===== src/rtl/spi_slave_tx.sv =====
// SPI responder (CPOL=0). It oversamples sclk/cs/mosi in the clk domain and
// returns a preloaded word on miso, LSB first. It also captures the incoming
// mosi word. A one-entry holding buffer feeds the tx shifter at each frame start.
module spi_slave_tx #(
  parameter int unsigned WIDTH       = 12,
  parameter int unsigned SYNC_STAGES = 2
) (
  input  logic             clk,
  input  logic             rst,
  input  logic [WIDTH-1:0] tx_data,
  input  logic             tx_valid,
  output logic             tx_ready,
  input  logic             sclk,
  input  logic             cs,
  input  logic             mosi,
  output logic             miso,
  output logic             miso_oe,
  output logic [WIDTH-1:0] rx_data,
  output logic             rx_valid,
  output logic             underrun,
  output logic             abort
);

  localparam int unsigned CW = $clog2(WIDTH + 1);
  localparam logic [CW-1:0] CNT_ONE  = CW'(1);
  localparam logic [CW-1:0] CNT_LAST = CW'(WIDTH - 1);

  typedef enum logic [1:0] {
    IDLE  = 2'd0,
    SHIFT = 2'd1,
    DONE  = 2'd2
  } state_t;

  logic [SYNC_STAGES-1:0] sclk_sync_q, cs_sync_q, mosi_sync_q;
  logic                   sclk_hist_q, cs_hist_q;
  logic [SYNC_STAGES:0]   sync_vld_q;

  logic sclk_s, cs_s, mosi_s, edges_ok;
  logic sclk_fall, cs_fall, cs_rise;

  state_t           state_q, state_d;
  logic [WIDTH-1:0] tx_sh_q, tx_sh_d;
  logic [WIDTH-1:0] rx_sh_q, rx_sh_d;
  logic [CW-1:0]    cnt_q, cnt_d;
  logic [WIDTH-1:0] buf_q, buf_d;
  logic             full_q, full_d;
  logic [WIDTH-1:0] rx_data_q, rx_data_d;
  logic             rx_valid_q, rx_valid_d;
  logic             underrun_q, underrun_d;
  logic             abort_q, abort_d;

  // Pin synchronizers plus one history flop each for edge detection.
  always_ff @(posedge clk or posedge rst) begin
    if (rst) begin
      sclk_sync_q <= '0;
      cs_sync_q   <= '1;
      mosi_sync_q <= '0;
      sclk_hist_q <= 1'b0;
      cs_hist_q   <= 1'b1;
      sync_vld_q  <= '0;
    end else begin
      sclk_sync_q <= {sclk_sync_q[SYNC_STAGES-2:0], sclk};
      cs_sync_q   <= {cs_sync_q[SYNC_STAGES-2:0], cs};
      mosi_sync_q <= {mosi_sync_q[SYNC_STAGES-2:0], mosi};
      sclk_hist_q <= sclk_sync_q[SYNC_STAGES-1];
      cs_hist_q   <= cs_sync_q[SYNC_STAGES-1];
      sync_vld_q  <= {sync_vld_q[SYNC_STAGES-1:0], 1'b1};
    end
  end

  // The reset fill values are not real pin levels. Edges count only after true
  // samples reach the history flop. This stops cs held low through reset from
  // looking like a fresh frame start.
  assign edges_ok  = sync_vld_q[SYNC_STAGES];
  assign sclk_s    = sclk_sync_q[SYNC_STAGES-1];
  assign cs_s      = cs_sync_q[SYNC_STAGES-1];
  assign mosi_s    = mosi_sync_q[SYNC_STAGES-1];
  assign sclk_fall = edges_ok &  sclk_hist_q & ~sclk_s;
  assign cs_fall   = edges_ok &  cs_hist_q   & ~cs_s;
  assign cs_rise   = edges_ok & ~cs_hist_q   &  cs_s;

  // Next-state logic: buffer handshake, frame FSM, shifters and status pulses.
  always_comb begin
    state_d    = state_q;
    tx_sh_d    = tx_sh_q;
    rx_sh_d    = rx_sh_q;
    cnt_d      = cnt_q;
    buf_d      = buf_q;
    full_d     = full_q;
    rx_data_d  = rx_data_q;
    rx_valid_d = 1'b0;
    underrun_d = 1'b0;
    abort_d    = 1'b0;

    if (tx_valid && !full_q) begin
      buf_d  = tx_data;
      full_d = 1'b1;
    end

    unique case (state_q)
      IDLE: begin
        if (cs_fall) begin
          state_d = SHIFT;
          cnt_d   = '0;
          rx_sh_d = '0;
          if (full_q) begin
            tx_sh_d = buf_q;
            full_d  = 1'b0;
          end else begin
            // A write landing this cycle stays buffered for the next frame.
            tx_sh_d    = '0;
            underrun_d = 1'b1;
          end
        end
      end
      SHIFT: begin
        if (cs_rise) begin
          abort_d = 1'b1;
          state_d = IDLE;
        end else if (sclk_fall) begin
          rx_sh_d = {mosi_s, rx_sh_q[WIDTH-1:1]};
          tx_sh_d = tx_sh_q >> 1;
          cnt_d   = cnt_q + CNT_ONE;
          if (cnt_q == CNT_LAST) begin
            rx_data_d  = {mosi_s, rx_sh_q[WIDTH-1:1]};
            rx_valid_d = 1'b1;
            state_d    = DONE;
          end
        end
      end
      DONE: begin
        if (cs_rise) state_d = IDLE;
      end
      default: state_d = IDLE;
    endcase
  end

  // Frame state, shifters, holding buffer and registered status outputs.
  always_ff @(posedge clk or posedge rst) begin
    if (rst) begin
      state_q    <= IDLE;
      tx_sh_q    <= '0;
      rx_sh_q    <= '0;
      cnt_q      <= '0;
      buf_q      <= '0;
      full_q     <= 1'b0;
      rx_data_q  <= '0;
      rx_valid_q <= 1'b0;
      underrun_q <= 1'b0;
      abort_q    <= 1'b0;
    end else begin
      state_q    <= state_d;
      tx_sh_q    <= tx_sh_d;
      rx_sh_q    <= rx_sh_d;
      cnt_q      <= cnt_d;
      buf_q      <= buf_d;
      full_q     <= full_d;
      rx_data_q  <= rx_data_d;
      rx_valid_q <= rx_valid_d;
      underrun_q <= underrun_d;
      abort_q    <= abort_d;
    end
  end

  assign tx_ready = ~full_q;
  assign miso     = (state_q == SHIFT) & tx_sh_q[0];
  assign miso_oe  = (state_q != IDLE);
  assign rx_data  = rx_data_q;
  assign rx_valid = rx_valid_q;
  assign underrun = underrun_q;
  assign abort    = abort_q;

endmodule


===== config.mk =====
export PLATFORM = sky130hd
export DESIGN_NAME = spi_slave_tx
export DESIGN_NICKNAME = d
export VERILOG_FILES = /design/src/rtl/spi_slave_tx.sv
export SDC_FILE = /design/constraint.sdc
export NUM_CORES = 1
export LEC_CHECK = 0
export ABC_CLOCK_PERIOD_IN_PS = 2570
export CELL_PAD_IN_SITES_DETAIL_PLACEMENT = 0
export CELL_PAD_IN_SITES_GLOBAL_PLACEMENT = 2
export CORE_UTILIZATION = 37
export DETAILED_ROUTE_END_ITERATION = 10
export PLACE_DENSITY = 0.81
export SYNTH_ARGS = -nofsm -noshare
export SYNTH_HDL_FRONTEND = slang
export SYNTH_SLANG_ARGS = --single-unit

===== constraint.sdc =====
create_clock -name clk -period 2.57 [get_ports clk]
set_clock_uncertainty 0.05 [all_clocks]
set_input_delay 0.514 -clock clk [delete_from_list [all_inputs] [get_ports clk]]
set_output_delay 0.514 -clock clk [all_outputs]
set_load 0.03 [all_outputs]

==> results.py <==
metrics = {
    "detailed_routing": {
        "firstDrtPassIters": 4,
        "wire_per_inst_um": 14.0,
        "vias": 1703,
        "via_per_inst": 4.85,
        "wl_mm": 4.91,
        "drc_errors": 0,
        "drt_iter0_markers": 74,
        "ant_nets": 0,
    },
    "hold_path": {
        "hold_class": "reg2reg",
        "holdPathStages": 0,
    },
    "finish": {
        "layout_commonest_cell": "dfrtp_1",
        "area_growth_pct": 25.9,
        "drive_gt1_frac": 0.216,
        "n_antenna_cell": 0,
        "finalNetCount": 269,
        "final_cell_mix": "dfrtp_1 (65), clkdlybuf4s50_1 (35), nor3_1 (21), nor2_1 (17), mux2_2 (16)",
        "fin_util": 0.489,
    },
    "yosys": {
        "avgSynthCellArea_sq_um": 12.9,
        "syn_area_sq_mm": 0.00268,
        "synth-xor-area-share": 0,
        "ys_ff_latch": 68,
        "synth_compound_area_frac": 0.0765,
        "async_reset_ff_frac": 1.00,
        "synthAdderAreaFrac": 0.00466,
        "synthSimpleGateAreaFrac": 0.137,
        "syn_inst": 208,
        "synth_edf_count": 0,
        "yosysSeqAreaShare": 0.635,
        "synth_warnings": 0,
        "synth_ff_type": "dfrtp_1",
        "synth_nets": 227,
        "muxShareOfSynthArea": 0.119,
        "synth_top_family_by_area": "simple AND/OR/NAND/NOR gates",
        "ys_types": 36,
    },
    "power": {
        "p_leak_uw": 0.00152,
        "irDropWorstVdd_uv": 304,
        "p_per_area_mw_per_mm2": 873,
    },
    "timing": {
        "timing.hold.ws_ps": 301,
        "finalHoldViolations": 0,
        "rsz0062_at_grt": "no",
        "slew_headroom": 0.568,
        "min_period_ps": 2420,
        "drv_slew": 0,
        "finalCritPeriodShare": 0.942,
        "setup_tns_ps": 0,
        "max_freq_mhz": 413,
        "tightestPinTransition_ps": 646,
        "setup_violations": 0,
    },
    "clock_network": {
        "htreeDepth": 3,
        "cts_root_buf": "clkbuf_8",
        "post_cts_buffers": 0,
        "insertion_delay_ps": 340,
        "clkSinkCount": 68,
        "postCtsHoldBufs": 0,
        "ctsResizeCount": 0,
        "clk_path_buf_depth": 2,
        "cts_tree": "yes",
        "clk_pin_slew_worst_paths_ps": 70,
        "numCtsBuffers": 9,
    },
    "critical_path": {
        "startpoint_type": "register",
        "critical_path_class": "reg2out",
        "reg2regPathDepth": 4,
        "arrival_ps": 1860,
        "slowest_stage": "clkdlybuf4s50_1",
        "crit_required_ps": 2010,
        "slowest_delay_ps": 660,
        "path_max_fanout": 9,
        "path_cells": "nor2b_1, and2_1, clkdlybuf4s50_1",
        "crit_path_end_kind": "output pin",
    },
    "floorplanning": {
        "die_y_um": 87.2,
        "boundaryPins": 36,
        "fp.dieArea_sq_mm": 0.00760,
        "start_util": 0.389,
        "core_sq_mm": 0.00691,
        "num_rows": 30,
        "die_w_um": 87.2,
    },
    "outcome": {
        "outcome": "finished, final reports clean",
    },
    "run": {
        "cap_violations": 0,
    },
    "global_route": {
        "grt.overflow.total": 0,
        "grtUsageTotal": 0.151,
        "grt_max_degree": 69,
        "grt_pass1_vias": 1720,
        "grt_first_pass_wirelength_mm": 8.50,
        "grt_antenna_before_repair": 0,
    },
    "placement": {
        "dpl.hpwl_mm": 3.16,
        "io_buffers": 35,
        "gp_congestion": 0.818,
    },
}
==> critical path, delay by kind of cell, from the launching register on <==
| family | cells | cell delay, ps |
|---|---|---|
| and+or+nand+nor | 2 | 370 |
| buffers and inverters | 1 | 660 |
| DFF | 1 | 480 |
==> layout make-up <==
cell class	count	area [sq um]
clock buffers	11	141
clock inverters	5	83.8
fillers	655	3530
inverters	3	11.3
multi-input cells	127	908
flip-flops and latches	68	1710
well taps	96	120
repair buffers	41	408
==> layer usage <==
layer,routed length [um],part of all wire,vias up,global-route usage
li1,-,-,818,-
met1,2380,0.48,849,0.204
met2,2270,0.46,28,0.225
met3,159,0.032,8,0.0408
met4,104,0.021,0,0.0745
met5,0,0,-,0
==> worst paths after layout <==
| check | from | end | slack [ps] |
|---|---|---|---|
| max | state_q[0] | miso | 150 |
| min | sync_vld_q[1] | sync_vld_q[2] | 300 |
| max reg2reg | state_q[1] | rx_data[9] | 540 |
| min reg2reg | sync_vld_q[1] | sync_vld_q[2] | 300 |
| max in group asynchronous | rst | cs_sync_q[1] | 1630 |
| min in group asynchronous | rst | buf_q[6] | 530 |
==> cells by family after synthesis <==
group,Yosys count
adder cells (fa/ha/maj),1
AO/OA/AOI/OAI,31
buffers and inverters,13
AND/OR/NAND/NOR,68
flip-flops,68
multiplexers,26
other,1
==> registers in the layout (all words and copies together) (netlist names), 2 cells and up <==
register and count:
state_q 2, cs_sync_q 2, tx_sh_q 12, mosi_sync_q 2, sync_vld_q 3, rx_sh_q 11, rx_data 12, buf_q 12
cnt_q 4, sclk_sync_q 2
==> per-stage QoR <==
step / setup WS, ps / cells / power (uW) / cell area [sq um]
2_1_floorplan: 299 / 208 / 1810 / 2680
3_3_place_gp: 525 / 335 / 1990 / 3150
3_5_place_dp: 517 / 335 / 2000 / 3150
4_1_cts: 127 / 351 / 3000 / 3380
5_1_grt: 33.7 / 351 / 3120 / 3380
6_report: 150 / 351 / 2950 / 3380
==> cells in the mapped netlist, types with 2 or more instances <==
cell,count,share of area
nor2b_1,3,0.0070
a21oi_1,14,0.026
nand3b_1,2,0.0056
clkbuf_1,5,0.0070
nor2_1,17,0.024
nand2_1,7,0.0098
buf_2,4,0.0075
inv_1,3,0.0042
a22o_1,10,0.033
nor3_1,21,0.039
dfrtp_1,65,0.61
mux2i_1,2,0.0075
dfstp_2,3,0.029
or2_2,2,0.0047
nand3_1,6,0.011
a21o_1,2,0.0056
mux2_4,8,0.045
mux2_2,16,0.067
==> power by group <==
part	switching, uW	internal, uW
registers	137	1310
clock network	402	576
logic	254	275
total	794	2160
Power figures use the tool's default switching activity.
